[src/rtl/cpu_pkg.sv]
// Shared CPU definitions: memory access encodings
// and the load/store unit state machine type.
package cpu_pkg;

   localparam logic [2:0] F3_B  = 3'b000;
   localparam logic [2:0] F3_H  = 3'b001;
   localparam logic [2:0] F3_W  = 3'b010;
   localparam logic [2:0] F3_BU = 3'b100;
   localparam logic [2:0] F3_HU = 3'b101;

   localparam logic [1:0] RESULT_SEL_MEM = 2'b01;

   typedef enum logic [1:0] {
      IDLE,
      BUSY,
      DONE
   } lsu_state_t;

   // Byte-sized access (signed or unsigned)
   function automatic logic f3_is_byte(input logic [2:0] f3);
      return (f3 == F3_B) || (f3 == F3_BU);
   endfunction

   // Half-sized access (signed or unsigned)
   function automatic logic f3_is_half(input logic [2:0] f3);
      return (f3 == F3_H) || (f3 == F3_HU);
   endfunction

endpackage

[src/rtl/lsu_load_extend.sv]
// Load lane extraction and sign/zero extension.
// Anything not B/H/BU/HU passes the word through.
module lsu_load_extend
   import cpu_pkg::*;
(
   input  logic [31:0] rdata_i,
   input  logic [1:0]  a_i,
   input  logic [2:0]  funct3_i,
   output logic [31:0] data_o
);

   logic [7:0]  byte_v;
   logic [15:0] half_v;

   // Pick the addressed lane, then extend by access type
   always_comb begin
      byte_v = rdata_i[7:0];
      unique case (a_i)
         2'd1:    byte_v = rdata_i[15:8];
         2'd2:    byte_v = rdata_i[23:16];
         2'd3:    byte_v = rdata_i[31:24];
         default: byte_v = rdata_i[7:0];
      endcase
      half_v = a_i[1] ? rdata_i[31:16] : rdata_i[15:0];
      data_o = rdata_i;
      case (funct3_i)
         F3_B:    data_o = {{24{byte_v[7]}}, byte_v};
         F3_BU:   data_o = {24'h0, byte_v};
         F3_H:    data_o = {{16{half_v[15]}}, half_v};
         F3_HU:   data_o = {16'h0, half_v};
         default: data_o = rdata_i;
      endcase
   end

endmodule

[src/rtl/mem_lsu.sv]
// MEM-stage load/store unit: req/ack data bus master
// with lane steering, load extension and stall control.
module mem_lsu
   import cpu_pkg::*;
#(
   parameter int DATA_WIDTH      = 32,
   parameter int DATA_ADDR_WIDTH = 32
) (
   input  logic                       clk,
   input  logic                       rst_n,
   input  logic [DATA_ADDR_WIDTH-1:0] alu_res_EX_MEM_o,
   input  logic [DATA_WIDTH-1:0]      write_data_EX_MEM_o,
   input  logic                       mem_write_EX_MEM_o,
   input  logic [1:0]                 result_sel_EX_MEM_o,
   input  logic [2:0]                 funct3_EX_MEM_o,
   output logic                       dmem_req,
   output logic                       dmem_we,
   output logic [DATA_ADDR_WIDTH-1:0] dmem_addr,
   output logic [3:0]                 dmem_be,
   output logic [DATA_WIDTH-1:0]      dmem_wdata,
   input  logic                       dmem_ack,
   input  logic [DATA_WIDTH-1:0]      dmem_rdata,
   output logic [DATA_WIDTH-1:0]      load_data_MEM,
   output logic                       mem_stall,
   output logic                       misalign_err
);

   lsu_state_t state_q, state_d;

   logic                  access;
   logic                  size_b;
   logic                  size_h;
   logic                  size_w;
   logic                  misalign;
   logic                  go;
   logic [1:0]            a;
   logic [3:0]            be_d;
   logic [DATA_WIDTH-1:0] wdata_d;
   logic [DATA_WIDTH-1:0] ext_data;

   logic                       req_q;
   logic                       we_q;
   logic [DATA_ADDR_WIDTH-1:0] addr_q;
   logic [3:0]                 be_q;
   logic [DATA_WIDTH-1:0]      wdata_q;
   logic [DATA_WIDTH-1:0]      ld_q;
   logic [1:0]                 a_q;
   logic [2:0]                 f3_q;

   // Decode the access, check alignment, steer store lanes
   always_comb begin
      access = mem_write_EX_MEM_o |
               (result_sel_EX_MEM_o == RESULT_SEL_MEM);
      a        = alu_res_EX_MEM_o[1:0];
      size_b   = f3_is_byte(funct3_EX_MEM_o);
      size_h   = f3_is_half(funct3_EX_MEM_o);
      size_w   = ~size_b & ~size_h;
      misalign = access & ((size_h & a[0]) |
                           (size_w & (a != 2'b00)));
      go       = access & ~misalign;
      be_d     = 4'b1111;
      wdata_d  = '0;
      if (mem_write_EX_MEM_o) begin
         unique case (1'b1)
            size_b: begin
               be_d    = 4'b0001 << a;
               wdata_d = {4{write_data_EX_MEM_o[7:0]}};
            end
            size_h: begin
               be_d    = 4'b0011 << a;
               wdata_d = {2{write_data_EX_MEM_o[15:0]}};
            end
            default: begin
               be_d    = 4'b1111;
               wdata_d = write_data_EX_MEM_o;
            end
         endcase
      end
   end

   // Next state and stall; DONE releases the pipe once
   always_comb begin
      state_d   = state_q;
      mem_stall = 1'b0;
      case (state_q)
         IDLE: begin
            if (go) begin
               mem_stall = 1'b1;
               state_d   = BUSY;
            end
         end
         BUSY: begin
            mem_stall = 1'b1;
            if (dmem_ack) state_d = DONE;
         end
         DONE:    state_d = IDLE;
         default: state_d = IDLE;
      endcase
   end

   // State register
   always_ff @(posedge clk or negedge rst_n) begin
      if (!rst_n) state_q <= IDLE;
      else        state_q <= state_d;
   end

   // Bus request registers and load result capture
   always_ff @(posedge clk or negedge rst_n) begin
      if (!rst_n) begin
         req_q   <= 1'b0;
         we_q    <= 1'b0;
         addr_q  <= '0;
         be_q    <= 4'b0000;
         wdata_q <= '0;
         ld_q    <= '0;
         a_q     <= 2'b00;
         f3_q    <= 3'b000;
      end else if (state_q == IDLE && go) begin
         req_q   <= 1'b1;
         we_q    <= mem_write_EX_MEM_o;
         addr_q  <= {alu_res_EX_MEM_o[DATA_ADDR_WIDTH-1:2], 2'b00};
         be_q    <= be_d;
         wdata_q <= wdata_d;
         a_q     <= a;
         f3_q    <= funct3_EX_MEM_o;
      end else if (state_q == BUSY && dmem_ack) begin
         req_q <= 1'b0;
         if (!we_q) ld_q <= ext_data;
      end
   end

   lsu_load_extend u_ext (
      .rdata_i  (dmem_rdata),
      .a_i      (a_q),
      .funct3_i (f3_q),
      .data_o   (ext_data)
   );

   assign dmem_req      = req_q;
   assign dmem_we       = we_q;
   assign dmem_addr     = addr_q;
   assign dmem_be       = be_q;
   assign dmem_wdata    = wdata_q;
   assign load_data_MEM = ld_q;
   assign misalign_err  = misalign;

endmodule

[config.mk]
export PLATFORM = sky130hd
export DESIGN_NAME = mem_lsu
export DESIGN_NICKNAME = d
export VERILOG_FILES = /design/src/rtl/cpu_pkg.sv /design/src/rtl/lsu_load_extend.sv /design/src/rtl/mem_lsu.sv
export SDC_FILE = /design/constraint.sdc
export NUM_CORES = 1
export LEC_CHECK = 0
export CORE_ASPECT_RATIO = 1.2
export CORE_UTILIZATION = 40
export DETAILED_ROUTE_END_ITERATION = 10
export HOLD_SLACK_MARGIN = 0.15
export PLACE_DENSITY_LB_ADDON = 0.05
export SKIP_CTS_REPAIR_TIMING = 1
export SLEW_MARGIN = 20
export SYNTH_ARGS = -nofsm -noshare
export SYNTH_HDL_FRONTEND = slang
export SYNTH_HIERARCHICAL = 1
export SYNTH_SLANG_ARGS = --single-unit
[constraint.sdc]
create_clock -name clk -period 1.99 [get_ports clk]
set_input_delay 0.199 -clock clk [delete_from_list [all_inputs] [get_ports clk]]
set_output_delay 0.199 -clock clk [all_outputs]
set_load 0.01 [all_outputs]
==> results.toml, run 1 <==
[routing]
wl_per_cell_um = 16.6
drc = 0
via_count = 4185
ant_nets = 0
drtPass1Iterations = 4
drt_iter0_drc = 129
viasPerCell = 5.04
routed_wirelength_mm = 13.8

[worst_setup_path]
endpoint_kind = "register"
r2r_setup_slack_ns = 0.09
crit_type = "reg2reg"
cp_max_fo = 8
r2r_start = "a_q[1]$_DFFE_PN0P_"
cp.required_ns = 2.22
rr_worst_depth = 4
cp-start-kind = "register"
critPathLaunch = "a_q[1]$_DFFE_PN0P_"
r2r_end = "load_data_MEM[15]$_DFFE_PN0P_"
arrival_ns = 2.13

[power]
pwr-share-seq = 0.364
switching_share = 0.321
combPwrFrac = 0.465
pwr-share-clk = 0.172
p_leak_nw = 3.49
peakVddDrop_uv = 678
p_sw_mw = 3.14
p_int_mw = 6.63
p_per_area_nw_per_um2 = 1240

[floorplanning]
ios = 209
coreArea_um2 = 12700
rows = 45
die_w_um = 107
die_h_um = 128
start_util = 0.414
die_area_um2 = 13600

[placed_design]
gp_congestion = 0.838
io_buffers = 206
dp.cells = 813
place_hpwl_mm = 10.4

[timing]
relSlewSlack = 0.592
rsz0062_at_grt = "no"
setup_violations = 0
hold_viol = 0
fmax_mhz = 525
slew_viol_final = 0
worst-slew-pin-transition_ns = 0.609
fin_setup_tns_ns = 0
skew_ns = 0.0106
fin_crit_sh = 0.956
whs_ns = 0.347
fin_crit_ns = 1.90

[synth]
synth_cell_types = 32
synth_top_area_frac = 0.508
synth_area_leaders = "dfrtp_1, mux2_2, mux2_1"
ys_seq_area_frac = 0.508
yosysWarnings = 6
ys_ff_latch = 107
syn_area_um2 = 5270
avgSynthCellArea_um2 = 11.7
yosysTopAreaCell = "dfrtp_1"
synth_cells = 450

[clocking]
cts_sinks = 107
clk_latency_ns = 0.35
cts_tree = "done"
root_buffer = "clkbuf_16"
path_clk_slew_ns = 0.07
max-clock-path-buffers = 2
cts_buffers = 9
htree_levels = 3

[worst_hold_path]
min_path_cells = 3
min_delay_worst_endpoint = "a_q[0]$_DFFE_PN0P_"
min-delay-start = "alu_res_EX_MEM_o[0]"
hold_path.class = "in2reg"

[global_route]
grt_pass1_vias = 4216
grt_max_degree = 50
antenna_found_initial = 0
grt_pass1_wl_mm = 21.7
overflow = 0
grt_usage = 0.205

[finish]
fin_nets = 766
final_layout_size_suffix_gt1_frac = 0.159
area_growth_pct = 50.2
finalNonFillerCells = 830
insertedDiodeCount = 0

[flow_run]
cap_viol_max_count = 0

[outcome]
status = "completed"
## cell type report
cell class                 instances  area (um2)
timing repair buffer             231        2330
clock inverter                     6        47.5
clock buffer                      10         229
sequential                       107        2680
multi-input combinational        297        2360
tap                              164         205
fill                            1091        4820
inverter                          15        56.3
## registers in the layout, summed over array words and instances (netlist names)
register,cells
load_data_MEM,32
state_q,2
dmem_be,4
f3_q,3
dmem_req,1
dmem_wdata,32
dmem_we,1
dmem_addr,30
a_q,2
## routing by layer
layer,up-vias,GRT usage,part of all wire
met5,-,0,0
met4,0,0.0645,0.015
met3,14,0.0554,0.066
met2,149,0.357,0.52
met1,2034,0.246,0.40
li1,1988,-,-
## cell usage in the layout (no fill, tap or decap), types with 2 or more instances in the layout
master	count
a21boi_0	8
a21o_1	18
a21oi_1	11
a221o_1	8
a22oi_1	7
a31oi_1	2
buf_12	6
buf_4	19
clkbuf_16	9
clkdlybuf4s50_1	203
conb_1	2
dfrtp_1	107
dlymetal6s2s_1	2
inv_1	15
inv_6	3
mux2_1	36
mux2_2	59
mux2i_1	26
nand2_1	52
nand2b_1	9
nor2_1	6
nor2_2	2
nor2b_1	12
o21ai_0	20
o21ai_1	8
o21bai_1	2
## worst max-delay path: stages, from the launching register on
cell	delay (ns)
dfrtp_1	0.42
mux4_2	0.54
and3b_1	0.27
a221o_1	0.30
mux2_2	0.26
## Yosys cell counts
cell      number
nor2_1         8
nor3_1         1
buf_6          5
o21bai_1       2
dfrtp_1      107
and3b_1        1
a31oi_1        2
o21ai_1        8
o22ai_4        1
a21oi_1       12
a221o_1        8
a21o_1        18
conb_1         1
nand3b_1       1
a21boi_0       8
nand2b_1       9
buf_4          4
o21ai_0       20
nor2b_1       12
o22a_1         1
mux2_2        59
mux2i_1       26
buf_1          2
inv_1         15
mux2_1        36
buf_2          7
a22oi_1        7
mux4_2         1
nand2_1       52
clkbuf_1      14
nor4_4         1
or4_4          1
## per-stage QoR
stage	setup slack [ns]	cell area [um2]	power [mW]	utilization
2_1_floorplan	0.130	5270	5.67	-
3_3_place_gp	-0.0967	7610	8.09	0.598
3_5_place_dp	-0.126	7610	8.19	0.598
4_1_cts	-0.0814	7890	9.90	0.620
5_1_grt	0.0222	7910	10.4	0.622
6_report	0.0870	7910	9.78	0.622
## worst max path at each step
stage / end / slack, ns
after floorplan: load_data_MEM[10]$_DFFE_PN0P_ / 0.13
after global placement: dmem_wdata[22]$_DFFE_PN0P_ / -0.1
after detailed placement: dmem_addr[25]$_DFFE_PN0P_ / -0.13
after CTS: mem_stall / -0.08
after global routing: load_data_MEM[15]$_DFFE_PN0P_ / 0.02
final: load_data_MEM[15]$_DFFE_PN0P_ / 0.09
## kinds of logic (layout without fill, tap and decap cells)
logic type | after synthesis | in the layout | synth area share
AND/OR/NAND/NOR | 86 | 86 | 0.0779
AO/OA/AOI/OAI | 87 | 87 | 0.111
flip-flops | 107 | 107 | 0.508
multiplexers | 122 | 122 | 0.257
buffers and inverters | 47 | 262 | 0.0451
other | 1 | 2 | 0.000712
## power by group through the flow
stage          sequential (mW)  clock [mW]  combinational [mW]
2_1_floorplan             3.92           0                1.75
3_3_place_gp              3.57           0                4.52
3_5_place_dp              3.61           0                4.59
4_1_cts                   3.57        1.73                4.60
5_1_grt                   3.67        1.83                4.88
6_report                  3.56        1.68                4.54
Power figures use the tool's default switching activity.
==> run 2, diff against run 1 <==
- MAX_ROUTING_LAYER: default -> met4
- clock period: 1.99 -> 1.88 ns (I/O delays scaled with it)
==> results.toml, run 2 (same netlist as run 1, synthesis figures left out) <==
[finish]
mostFrequentLayoutCells = "clkdlybuf4s50_1, dfrtp_1, mux2_2"
insertedDiodeCount = 0
finalNonFillerCells = 832
area_growth_pct = 51.8
final_layout_size_suffix_gt1_frac = 0.165
layout_commonest_cell = "clkdlybuf4s50_1"
fin_nets = 770
fillCellCount = 1105
fin_area_um2 = 7990
final-seq-area_um2 = 2680
multi_input_area_um2 = 2360

[routing]
routed_wirelength_mm = 13.9
wl_per_cell_um = 16.7
drt_iter0_drc = 118
drc = 0
viasPerCell = 5.09
drtPass1Iterations = 6
ant_nets = 0
via_count = 4239

[clocking]
root_buffer = "clkbuf_16"
cts_buffers = 9
cts_tree = "done"
clk_latency_ns = 0.34
path_clk_slew_ns = 0.06
htree_levels = 3
max-clock-path-buffers = 2
cts_sinks = 107

[power]
p_per_area_nw_per_um2 = 1340
combPwrFrac = 0.449
p_sw_mw = 3.29
p_leak_nw = 3.54
switching_share = 0.306
p_int_mw = 7.45
peakVddDrop_uv = 609
pwr-share-clk = 0.200
power_mw = 10.7
pwr-share-seq = 0.351

[timing]
worst-slew-pin-transition_ns = 0.678
fin_crit_sh = 0.979
fmax_mhz = 544
slew_viol_final = 0
skew_ns = 0.00773
rsz0062_at_grt = "no"
hold_viol = 0
timing.final.ws_setup_ns = 0.0403
fin_crit_ns = 1.84
setup_violations = 0
relSlewSlack = 0.548

[worst_setup_path]
critPathMaxStageDelay_ns = 0.53
crit_family = "multiplexers"
cp_max_fo = 8
cp_slowest_cell = "mux4_2"
crit_type = "reg2reg"
critPathBufInv = 0
crit_chain = "mux4_2, and3b_2, a221o_1, mux2_2"
endpoint_kind = "register"
cp-start-kind = "register"
cp.required_ns = 2.10
arrival_ns = 2.06

[placed_design]
postPlaceCellArea_um2 = 7630
dp_slack_ns = -0.247
dp.cells = 817
io_buffers = 206
gp_congestion = 0.888
place_hpwl_mm = 10.4

[worst_hold_path]
hold_path.class = "in2reg"

[global_route]
grt_max_degree = 50
antenna_found_initial = 0
overflow = 0
grt_usage = 0.216
grt_pass1_wl_mm = 22.2
grt_pass1_vias = 4356

[floorplanning]
ios = 209
die_w_um = 107
coreArea_um2 = 12700
start_util = 0.414
die_h_um = 128
die_area_um2 = 13600
rows = 45

[flow_run]
cap_viol_max_count = 0

[outcome]
status = "completed"
run 2: cell count changes in the layout (fill, tap and decap cells not counted):
cell / delta
clkinv_2: -1
buf_4: +4
clkinv_4: -1
clkbuf_8: +1
bufinv_16: +3
clkinvlp_4: -1
inv_6: -2
clkbuf_1: -1
and3b_1: -1
and3b_2: +1
buf_6: +1
buf_12: -1
run 2: layout make-up:
type,count,share of cell area
flip-flops and latches,107,0.335
multi-input cells,297,0.296
repair buffers,235,0.294
clock buffers,10,0.0299
well taps,164,0.0257
clock inverters,4,0.0124
inverters,15,0.00704
run 2: metal layers:
metal | vias to the layer above | global-route usage | wire [um]
met5 | - | - | 0
met4 | 0 | 0.0806 | 167
met3 | 13 | 0.0402 | 752
met2 | 144 | 0.368 | 7230
met1 | 2081 | 0.255 | 5710
li1 | 2001 | - | -
run 2: final timing paths:
check	start	end	slack [ns]	cells after the start
max in group asynchronous	rst_n	load_data_MEM[19]$_DFFE_PN0P_	0.87	3
worst max register to register	a_q[1]$_DFFE_PN0P_	load_data_MEM[10]$_DFFE_PN0P_	0.04	4
worst min-delay path	alu_res_EX_MEM_o[0]	a_q[0]$_DFFE_PN0P_	0.36	3
min in group asynchronous	rst_n	dmem_addr[28]$_DFFE_PN0P_	0.40	2
worst min register to register	dmem_addr[27]$_DFFE_PN0P_	dmem_addr[27]$_DFFE_PN0P_	0.49	1
worst max-delay path	a_q[1]$_DFFE_PN0P_	load_data_MEM[10]$_DFFE_PN0P_	0.04	4
run 2: worst register-to-register path, cell delays in order, from the launching register on:
cell and delay (ns):
dfrtp_1 0.39, mux4_2 0.53, and3b_2 0.27, a221o_1 0.27, mux2_2 0.26
run 2: power groups by stage:
stage	Clock, mW	Sequential, mW	Combinational [mW]
2_1_floorplan	0	4.14	1.86
3_3_place_gp	0	3.78	4.79
3_5_place_dp	0	3.82	4.86
4_1_cts	2.20	3.79	4.87
5_1_grt	2.29	3.90	5.18
6_report	2.15	3.77	4.82
run 2: metrics by stage:
stage | util | hold WS (ns) | TNS, ns
detailed placement | 0.600 | 0.266 | -15.73
finish | 0.628 | 0.356 | 0
global placement | 0.600 | 0.265 | -11.02
floorplan | - | -0.108 | 0
global route | 0.628 | 0.400 | 0
CTS | 0.626 | -0.112 | -0.193
